==> config.mk <==
export PLATFORM = sky130hd
export DESIGN_NAME = alu_pipe
export DESIGN_NICKNAME = d
export VERILOG_FILES = /design/src/rtl/alu_pipe.sv
export SDC_FILE = /design/constraint.sdc
export NUM_CORES = 1
export LEC_CHECK = 0
export ABC_AREA = 1
export CORE_MARGIN = 1
export CORE_UTILIZATION = 28
export DETAILED_ROUTE_END_ITERATION = 10
export DONT_BUFFER_PORTS = 1
export PLACE_DENSITY = 0.41
export RECOVER_POWER = 25
export SLEW_MARGIN = 25
export SYNTH_ARGS = -nofsm -noshare
export SYNTH_HDL_FRONTEND = slang
export SYNTH_SLANG_ARGS = --single-unit
==> constraint.sdc <==
create_clock -name clk -period 6.6 [get_ports clk]
set_input_delay 0.66 -clock clk [delete_from_list [all_inputs] [get_ports clk]]
set_output_delay 0.66 -clock clk [all_outputs]
set_load 0.02 [all_outputs]
==> src/rtl/alu_pipe.sv <==
`default_nettype none
// ============================================================================
// Module      : alu_pipe
// Description : Registered execute-stage ALU with valid/ready handshake on
//               both sides. Result, flags {Z,N,C,V} and the illegal-op
//               indication are registered together and held under
//               back-pressure.
//               Optional feature macro ALU_MUL_EN: when defined, op 14 is a
//               radix-2 shift-add multiply (WIDTH+1 clocks from accept);
//               when undefined, op 14 is reserved like op 15.
// Revision    : 1.0 - initial release
// ============================================================================
module alu_pipe #(
   parameter int WIDTH = 32
) (
   input  logic             clk,
   input  logic             rst,
   input  logic             in_valid,
   output logic             in_ready,
   input  logic [3:0]       op,
   input  logic [WIDTH-1:0] a,
   input  logic [WIDTH-1:0] b,
   output logic             out_valid,
   input  logic             out_ready,
   output logic [WIDTH-1:0] result,
   output logic [3:0]       flags,
   output logic             illegal
);

   localparam int SHW = $clog2(WIDTH);

   localparam logic [3:0] c_op_mov  = 4'd0;
   localparam logic [3:0] c_op_not  = 4'd1;
   localparam logic [3:0] c_op_and  = 4'd2;
   localparam logic [3:0] c_op_add  = 4'd3;
   localparam logic [3:0] c_op_nor  = 4'd4;
   localparam logic [3:0] c_op_nand = 4'd5;
   localparam logic [3:0] c_op_sub  = 4'd6;
   localparam logic [3:0] c_op_slt  = 4'd7;
   localparam logic [3:0] c_op_sll  = 4'd8;
   localparam logic [3:0] c_op_srl  = 4'd9;
   localparam logic [3:0] c_op_sra  = 4'd10;
   localparam logic [3:0] c_op_sltu = 4'd11;
   localparam logic [3:0] c_op_xor  = 4'd12;
   localparam logic [3:0] c_op_or   = 4'd13;
`ifdef ALU_MUL_EN
   localparam logic [3:0] c_op_mul  = 4'd14;
   localparam logic [SHW:0] c_mul_steps = (SHW+1)'(WIDTH);

   typedef enum logic [0:0] {
      S_IDLE     = 1'b0,
      S_MUL_BUSY = 1'b1
   } state_t;

   state_t           r_state;
   logic [WIDTH-1:0] r_mcand;
   logic [WIDTH-1:0] r_mplier;
   logic [WIDTH-1:0] r_acc;
   logic [SHW:0]     r_cnt;
   logic             w_is_mul;
`endif

   logic             r_out_valid;
   logic [WIDTH-1:0] r_result;
   logic [3:0]       r_flags;
   logic             r_illegal;

   logic             w_accept;
   logic [SHW-1:0]   w_shamt;
   logic [WIDTH:0]   w_add;
   logic [WIDTH:0]   w_sub;
   logic             w_add_v;
   logic             w_sub_v;
   logic             w_slt;
   logic [WIDTH-1:0] w_res;
   logic             w_c;
   logic             w_v;
   logic             w_ill;
   logic [3:0]       w_flags;

   // Shared adder/subtractor; subtraction is a + ~b + 1 so the carry-out is "a >= b unsigned"
   assign w_shamt = b[SHW-1:0];
   assign w_add   = {1'b0, a} + {1'b0, b};
   assign w_sub   = {1'b0, a} + {1'b0, ~b} + {{WIDTH{1'b0}}, 1'b1};
   assign w_add_v = (a[WIDTH-1] == b[WIDTH-1]) && (w_add[WIDTH-1] != a[WIDTH-1]);
   assign w_sub_v = (a[WIDTH-1] != b[WIDTH-1]) && (w_sub[WIDTH-1] != a[WIDTH-1]);
   assign w_slt   = w_sub[WIDTH-1] ^ w_sub_v;

   // Single-cycle operation decode; reserved codes yield zero with the illegal marker
   always_comb begin
      w_res = '0;
      w_c   = 1'b0;
      w_v   = 1'b0;
      w_ill = 1'b0;
      case (op)
         c_op_mov:  w_res = a;
         c_op_not:  w_res = ~a;
         c_op_and:  w_res = a & b;
         c_op_add:  begin w_res = w_add[WIDTH-1:0]; w_c = w_add[WIDTH]; w_v = w_add_v; end
         c_op_nor:  w_res = ~(a | b);
         c_op_nand: w_res = ~(a & b);
         c_op_sub:  begin w_res = w_sub[WIDTH-1:0]; w_c = w_sub[WIDTH]; w_v = w_sub_v; end
         c_op_slt:  begin w_res = {{(WIDTH-1){1'b0}}, w_slt}; w_c = w_sub[WIDTH]; w_v = w_sub_v; end
         c_op_sll:  w_res = a << w_shamt;
         c_op_srl:  w_res = a >> w_shamt;
         c_op_sra:  w_res = $signed(a) >>> w_shamt;
         c_op_sltu: begin w_res = {{(WIDTH-1){1'b0}}, ~w_sub[WIDTH]}; w_c = w_sub[WIDTH]; w_v = w_sub_v; end
         c_op_xor:  w_res = a ^ b;
         c_op_or:   w_res = a | b;
`ifdef ALU_MUL_EN
         c_op_mul:  w_res = '0;   // produced by the multi-cycle path, never loaded from here
`endif
         default:   w_ill = 1'b1;
      endcase
   end

   assign w_flags = {(w_res == '0), w_res[WIDTH-1], w_c, w_v};

   // Accept only when idle and the output slot is free or being drained this cycle
`ifdef ALU_MUL_EN
   assign in_ready = (r_state == S_IDLE) && (!r_out_valid || out_ready);
   assign w_is_mul = (op == c_op_mul);
`else
   assign in_ready = !r_out_valid || out_ready;
`endif
   assign w_accept = in_valid && in_ready;

   // Control state, multiplier sequencing and the registered output stage
   always_ff @(posedge clk) begin
      if (rst) begin
         r_out_valid <= 1'b0;
         r_result    <= '0;
         r_flags     <= '0;
         r_illegal   <= 1'b0;
`ifdef ALU_MUL_EN
         r_state     <= S_IDLE;
         r_mcand     <= '0;
         r_mplier    <= '0;
         r_acc       <= '0;
         r_cnt       <= '0;
`endif
      end else begin
`ifdef ALU_MUL_EN
         if (w_accept && w_is_mul) begin
            // Accepting a multiply also completes any output handshake in flight
            r_state     <= S_MUL_BUSY;
            r_out_valid <= 1'b0;
            r_mcand     <= a;
            r_mplier    <= b;
            r_acc       <= '0;
            r_cnt       <= '0;
         end else
`endif
         if (w_accept) begin
            r_out_valid <= 1'b1;
            r_result    <= w_res;
            r_flags     <= w_flags;
            r_illegal   <= w_ill;
         end
`ifdef ALU_MUL_EN
         else if (r_state == S_MUL_BUSY) begin
            if (r_cnt == c_mul_steps) begin
               r_out_valid <= 1'b1;
               r_result    <= r_acc;
               r_flags     <= {(r_acc == '0), r_acc[WIDTH-1], 2'b00};
               r_illegal   <= 1'b0;
               r_state     <= S_IDLE;
            end else begin
               // One multiplier bit per clock; only the low WIDTH product bits are kept
               if (r_mplier[0]) begin
                  r_acc <= r_acc + r_mcand;
               end
               r_mcand  <= r_mcand << 1;
               r_mplier <= r_mplier >> 1;
               r_cnt    <= r_cnt + 1'b1;
            end
         end
`endif
         else if (r_out_valid && out_ready) begin
            r_out_valid <= 1'b0;
         end
      end
   end

   assign out_valid = r_out_valid;
   assign result    = r_result;
   assign flags     = r_flags;
   assign illegal   = r_illegal;

endmodule
`default_nettype wire

; Word level (Yosys, flattened, before mapping)
; Cells that the tools add are included.
[totals]
input_bits = 72
wordCells = 53
output_inout_bits = 39
reg_bits = 38
[classes]
shift = 3
reduce_logical = 11
n_mux = 6
eq_ne = 17
n_addsub = 3
n_bitwise = 9
[ops]
columns = op, n
row1 = $pmux W32 S14, 1
row2 = $not A32 Y32, 4
row3 = $add A32 B32 Y33, 2
row4 = $add A33 B1 Y33 const B, 1
row5 = $and A32 B32 Y32, 1
row6 = $logic_not A32 Y1, 1
row7 = $or A32 B32 Y32, 1
row8 = $shl A32 B5 Y32, 1
row9 = $shr A32 B5 Y32, 1
row10 = $sshr A32 B5 Y32, 1
row11 = $xor A32 B32 Y32, 1
row12 = $eq A4 B4 Y1 const B, 6
row13 = $eq A4 B3 Y1 const B, 4
row14 = $reduce_or A14 Y1, 1
row15 = $eq A4 B2 Y1 const B, 2
row16 = $eq A4 B1 Y1 const B, 1
row17 = $logic_and A1 B1 Y1, 4
row18 = $logic_not A4 Y1, 1
row19 = $pmux W1 S2, 2
row20 = $mux W1, 3
row21 = $ne A1 B1 Y1, 3
row22 = $reduce_or A3 Y1, 1
row23 = $reduce_bool A2 Y1, 1
row24 = $eq A1 B1 Y1, 1
row25 = other kinds (4), 4

; Depth between registers and ports, before layout
; Gate-level depths: netlist of run 1.
[depth]
depth_word = 8
mapped_depth = 30
ltp_nobuf = 30

; Worst setup path after synthesis of run 1
; Ideal clock, no wire load.
[synth_path]
path_type = input to register
from = in b[4]
to = reg r_flags[3] (netlist: flags[3])
t_arrival_ns = 4.026
required_time_ns = 6.529
setup_time_ns = 0.071
setup_slack_ns = 2.504
path_stages = 28
path_buffers = 3
cell_sequence = clkbuf_1 inv_1 clkbuf_1 ha_1 buf_2 o21bai_1 inv_1 nand2_1 nand2_1 nand3_1 nand2_1 nand2_1 a21oi_1 o21ai_0 fa_1 nand2_1 o21ai_0 nor2_1 nand2_1 nor2_1 nand2_1 nor2_1 nand3_1 nor2_1 nand3_1 nor2_1 nand2_1 a21oi_1
[synth_between]
elab_chain_len = 8
[synth_lines]
columns = element, line
row1 = from (decl), 22  ; input logic [WIDTH-1:0] b,
row2 = $not A32 Y32, 84  ; assign w_sub = {1'b0, a} + {1'b0, ~b} + {{WIDTH{1'b0}}, 1'b1};
row3 = $add A32 B32 Y33, 84
row4 = $add A33 B1 Y33, 84
row5 = $ne A1 B1 Y1, 86  ; assign w_sub_v = (a[WIDTH-1] != b[WIDTH-1]) && (w_sub[WIDTH-1] != a[WIDTH-1]);
row6 = $logic_and A1 B1 Y1, 86
row7 = $xor A1 B1 Y1, 87  ; assign w_slt = w_sub[WIDTH-1] ^ w_sub_v;
row8 = $pmux W32 S14 *, 95  ; case (op)
row9 = $logic_not A32 Y1 *, 117  ; assign w_flags = {(w_res == '0), w_res[WIDTH-1], w_c, w_v};
row10 = to (signal assigned), 157  ; r_flags <= w_flags;
row11 = to (decl), 65  ; logic [3:0] r_flags;
; Every way passes the cells marked *; elsewhere a longest branch is shown, timed or not.
; A chain may end at the register's enable or synchronous reset.

; Final worst setup path of run 1
; Ends and elaborated chain as after synthesis.

==> results of run 1 <==
[final timing paths]
| check | from | endpoint |
|---|---|---|
| max | b[4] | flags[3]$_SDFFE_PP0P_ |
| min | rst | out_valid$_SDFFE_PP0P_ |
| max reg2reg | out_valid$_SDFFE_PP0P_ | flags[3]$_SDFFE_PP0P_ |
| min reg2reg | flags[3]$_SDFFE_PP0P_ | flags[3]$_SDFFE_PP0P_ |
[per-stage QoR]
stage               cells  power [W]  hold WS, ns
CTS                  2999   0.001445       0.4389
detailed placement   2992   0.001208       0.5805
floorplan            2499  0.0009210       0.5440
global route         2999   0.001568       0.4343
global placement     2992   0.001212       0.5798
finish               2999   0.001461       0.4422
[sequential cells by signal, indices dropped and copies added (netlist names)]
| name | count |
|---|---|
| flags | 4 |
| illegal | 1 |
| result | 31 |
| out_valid | 1 |
[critical path, cell delays in order]
cell and delay, ns:
inv_1 0.45, ha_1 0.47, o21bai_1 0.30, inv_1 0.09, nand2_1 0.15, nand2_1 0.13, nand3_1 0.15, nand2_1 0.08
nand2_1 0.10, a21oi_1 0.07, o21ai_0 0.22, fa_1 0.48, nand2_1 0.08, o21ai_0 0.08, nor2_1 0.14, nand2_1 0.06
nor2_1 0.11, nand2_1 0.06, nor2_1 0.16, nand3_1 0.10, nor2_1 0.12, nand3_1 0.07, nor2_1 0.12, nand2_1 0.07
a21oi_1 0.12
[routing by layer]
metal  track usage, %  wire length [µm]  vias up
met2            50.92             32000      716
met4            11.84              3064        0
met5                0                 0        -
met1            42.18             31270     7758
met3            3.043              4898      120
li1                 -                 -     7913
[cell families after synthesis]
family	Yosys count	share of synthesized area [%]
AOI/OAI and AO/OA	283	12.63
xor gates and xnor gates	4	0.2833
adders and majority gates	110	11.31
buffers and inverters	422	13.58
DFF	37	5.991
and+or+nand+nor	1643	56.20
[cell usage after synthesis]
cell       count
nand2_1      821
nand3_1      470
inv_1        309
nor2_1       273
o21ai_0      114
ha_1         107
a21oi_1      101
buf_2         52
nand4_1       43
clkbuf_1      38
dfxtp_1       37
o211ai_1      21
nor3_1        15
o22ai_1       14
buf_1         11
o21bai_1      11
o21ai_1        7
inv_2          6
buf_4          4
nand2_2        4
or2_2          4
xor2_1         4
and2_1         3
fa_1           3
nor2_2         3
o2111ai_1      3
o21a_1         3
o221ai_1       3
a31oi_1        2
buf_6          2
nand3b_1       2
o211a_1        2
a21o_1         1
a22oi_1        1
and3_1         1
nand2_4        1
nor2_4         1
nor3b_1        1
or2_1          1
[cell type report]
cell class              count  area, µm²
multi-input cells        2040       9971
well taps                 585      732.0
repair buffers             15      112.6
flip-flops and latches     37      740.7
inverters                 315       1182
clock buffers               7      142.6
fillers                  5164      30390
[power by group]
part,leakage (nW),total (W),internal (W),switching [W]
registers,0.306,0.000283,0.000244,0.0000394
logic,6.55,0.000945,0.000257,0.000688
clock network,0.0700,0.000233,0.000148,0.0000851
==> reports/results.ini, run 1 <==
[setup_path]
cp-start-kind=primary input
crit_path_end_kind=flip-flop
crit_type=in -> reg
arrival_ns=4.66
rrSetupSlack_ns=3.37
worstPathRequired_ns=6.81
cp_max_fo=26
reg2reg_depth=15

[clock_network]
cts_htree_levels=2
cts_tree=built
clkTransAtPathRegs_ns=0.05
ctsResizeCount=0
postCtsSetupBuffers=0
clock_latency_ns=0.28
clock_sinks=37
clockBufferDepth=2
cts_hold_buf=0
cts_inserted_buffers=5
cts_root_buf=clkbuf_16

[global_routing]
grt_max_degree=71
grt_antenna_before_repair=2
grt.total_usage_pct=31.22
grt_pass1_vias=15434
grt-ovfl-total=0
grt_pass1_wl_mm=102.5

[placement]
dp_hpwl_mm=58.73
dpl_cell_area_um2=12740
portBuffers=0
gp_congestion=1.047
pre_cts_ws_ns=1.956

[timing]
worst_slew_pin_slew_ns=1.097
finalCritPeriodShare_pct=67.44
tns_ns=0
worst_clock_skew_ns=0.004228
maxSlewHeadroom_pct=26.78
fmax_mhz=224.7
hold_violations=0
setup_viol=0
layout_min_cycle_time_ns=4.451
setup_slack_ns=2.149
drv_slew=0
rsz0062_at_grt=no

[power_and_ir_drop]
p_leak_nw=6.930
ir_drop_mv=0.08435
powerDensity_nw_per_um2=113.4

[synthesis]
synth_area_leaders=nand2_1 25%, nand3_1 19%, ha_1 11%
netlist_instances=2499
synth_area_um2=12360
syn_area_per_cell_um2=4.947
ys_warn_count=0
synth.distinct_cells=39
synth_top_cell_by_area=nand2_1
ys_ff_latch=37
synth_top_area_share_pct=24.93
synth-seq-area-share_pct=5.991
synthesis.nets=2681

[floorplan]
io_pins=111
core-area_um2=43270
dieArea_um2=45000
initial_utilization_pct=28.57
core.rowCount=76
die_w_um=212.1
die-height_um=212.1

[routing]
drc=0
vias=16507
routed_wl_mm=71.24
vias_per_cell=5.504
dr.first_iter.drc_count=2089
wl_per_cell_um=23.75
firstDrtPassIters=6
antenna_left=0

[hold_path]
hold_depth=1
hp-class=in -> reg

[final_layout]
antenna_cells=0
drive_gt1_share_pct=1.947
fin_util_pct=29.77
final_cell_mix=821 x nand2_1, 470 x nand3_1, 307 x inv_1, 266 x nor2_1, 114 x o21ai_0
area_growth_pct=4.190
fin_area_um2=12880
num-nets-final=2596
mostFrequentLayoutCell=nand2_1

[job]
maxCapViolCount=0

[outcome]
status=completed

Power figures use the tool's default switching activity.
==> run 2: changes to the inputs <==
==> constraint.sdc (replaced) <==
create_clock -name clk -period 4.6 [get_ports clk]
set_input_delay 0.46 -clock clk [delete_from_list [all_inputs] [get_ports clk]]
set_output_delay 0.46 -clock clk [all_outputs]
set_load 0.02 [all_outputs]
==> reports/results.ini, run 2 (synthesis gave the netlist of run 1 again) <==
[outcome]
status=completed

[floorplan]
core.rowCount=76  ; unchanged
die-height_um=212.1  ; unchanged
die_w_um=212.1  ; unchanged
io_pins=111  ; unchanged
initial_utilization_pct=28.57  ; unchanged
core-area_um2=43270  ; unchanged
dieArea_um2=45000  ; unchanged

[hold_path]
hold_depth=1  ; unchanged
hp-class=in -> reg
worstHoldStart=rst
hold_end=out_valid$_SDFFE_PP0P_

[power_and_ir_drop]
p_sw_w=0.001199  ; +48%
pwr-share-seq_pct=19.1  ; -0.3 points
swShare_pct=56.27  ; +0.69 points
internal-power_w=0.0009319  ; +44%
powerDensity_nw_per_um2=163.5  ; +44%
pwr-share-clk_pct=15.6  ; -0.4 points
ir_drop_mv=0.1412  ; +67%
p_leak_nw=7.034  ; +1.5%
combPwrFrac_pct=65.4  ; +0.7 points

[timing]
setup_viol=0  ; unchanged
whs_ns=0.2420  ; -0.2002 ns
hold_violations=0  ; unchanged
fmax_mhz=249.7
rsz0062_at_grt=no
drv_slew=0  ; unchanged
finalCritPeriodShare_pct=87.07
maxSlewHeadroom_pct=22.22  ; -4.6 points
layout_min_cycle_time_ns=4.005
setup_slack_ns=0.5948  ; -1.554 ns
worst_slew_pin_slew_ns=1.165  ; +0.06832 ns
tns_ns=0  ; unchanged
worst_clock_skew_ns=0.003843  ; -0.0003851 ns

[clock_network]
clkTransAtPathRegs_ns=0.05  ; about the same
clock_sinks=37  ; unchanged
cts_inserted_buffers=5  ; unchanged
cts_hold_buf=0  ; unchanged
clockBufferDepth=2  ; unchanged
postCtsSetupBuffers=0  ; unchanged
cts_tree=built
cts_root_buf=clkbuf_16
cts_htree_levels=2  ; unchanged
ctsResizeCount=0  ; unchanged
clock_latency_ns=0.28  ; about the same

[final_layout]
mostFrequentLayoutCell=nand2_1
area_growth_pct=5.455
drive_gt1_share_pct=2.874  ; +0.93 points
final_cell_mix=821 x nand2_1, 470 x nand3_1, 307 x inv_1, 266 x nor2_1, 114 x o21ai_0
num-nets-final=2617  ; +0.81%
fin_util_pct=30.13  ; +0.36 points
largest_reg_flops=31  ; unchanged

[routing]
vias_per_cell=5.548  ; +0.80%
firstDrtPassIters=6  ; unchanged
routed_wl_mm=72.97  ; +2.4%
vias=16766  ; +1.6%
drc=0  ; unchanged
antenna_left=0  ; unchanged
wl_per_cell_um=24.15  ; +1.7%
dr.first_iter.drc_count=1927  ; -7.8%

[global_routing]
grt-ovfl-total=0  ; unchanged
grt_max_degree=71  ; unchanged
grt_pass1_vias=15673  ; +1.5%
grt_pass1_wl_mm=104.2  ; +1.7%
grt_antenna_before_repair=0  ; -2
grt.total_usage_pct=31.83  ; +0.61 points

[placement]
gp_congestion=1.025  ; -2.1%
portBuffers=0  ; unchanged
dp_hpwl_mm=60.20  ; +2.5%
pre_cts_ws_ns=0.4733  ; -1.482 ns

[setup_path]
crit_path_end_kind=flip-flop
reg2reg_depth=16  ; +1
worstReg2RegEnd=flags[3]$_SDFFE_PP0P_
cp-start-kind=primary input
reg2reg_from=out_valid$_SDFFE_PP0P_
rrSetupSlack_ns=1.84  ; -1.53 ns
crit_type=in -> reg
arrival_ns=4.22  ; -0.44 ns
worstPathRequired_ns=4.81  ; -2.00 ns
cp_max_fo=7  ; -73%

[job]
maxCapViolCount=0  ; unchanged

run 2: routing by layer:
| layer | GRT usage [%] | up-vias | share of wire, % |
|---|---|---|---|
| met1 | 42.81 | 7926 | 43 |
| met5 | 0 | - | 0 |
| met4 | 9.470 | 0 | 3.5 |
| met2 | 52.37 | 778 | 45 |
| met3 | 4.357 | 109 | 8.4 |
| li1 | - | 7953 | - |
run 2: worst max-delay path by stage:
| stage | start | endpoint | slack (ns) | cells after the start |
|---|---|---|---|---|
| finish | a[20] | flags[3]$_SDFFE_PP0P_ | 0.59 | 27 |
| global route | a[6] | flags[3]$_SDFFE_PP0P_ | 0.22 | 27 |
| CTS | a[20] | flags[3]$_SDFFE_PP0P_ | 0.75 | 27 |
| detailed placement | a[20] | flags[3]$_SDFFE_PP0P_ | 0.47 | 27 |
| global placement | a[18] | flags[3]$_SDFFE_PP0P_ | 0.59 | 27 |
| floorplan | b[4] | flags[3]$_SDFFE_PP0P_ | 0.70 | 28 |
run 2: area by class of cell:
cell class                      count  area, µm²
Multi-Input combinational cell   2040       9971
Clock inverter                      2      10.01
Clock buffer                        6      128.9
Fill cell                        5159      30230
Tap cell                          585      732.0
Inverter                          315       1182
Antenna cell                        1      2.502
Sequential cell                    37      740.7
Timing Repair Buffer               36      270.3
run 2: critical path, stage by stage:
cell     delay [ns]
inv_1          0.05
ha_1           0.41
inv_1          0.20
nand2_1        0.12
nor2_1         0.23
nand2_1        0.12
nor2_1         0.10
nand2_1        0.10
nand3_1        0.14
nand2_1        0.06
nand2_1        0.12
a21oi_1        0.08
o21ai_0        0.23
fa_1           0.49
nand2_1        0.09
o21ai_0        0.08
nor2_1         0.14
nand2_1        0.06
nor2_1         0.11
nand2_1        0.06
nor2_1         0.16
nand3_1        0.09
nor2_1         0.12
nand3_1        0.08
nor2_1         0.13
nand2_1        0.07
a21oi_1        0.12
run 2: stage by stage:
step	total power [W]	cell area, µm²	cells
3_3_place_gp	0.001774	12890	3013
3_5_place_dp	0.001768	12890	3013
6_report	0.002131	13040	3022
5_1_grt	0.002290	13040	3021
4_1_cts	0.002107	13030	3021
2_1_floorplan	0.001321	12360	2499
run 2: power groups by stage:
stage	registers, W	logic, W	clock network, W
finish	0.000406	0.00139	0.000332
CTS	0.000408	0.00136	0.000340
global route	0.000410	0.00152	0.000359
global placement	0.000415	0.00136	0
detailed placement	0.000414	0.00135	0
floorplan	0.000404	0.000918	0
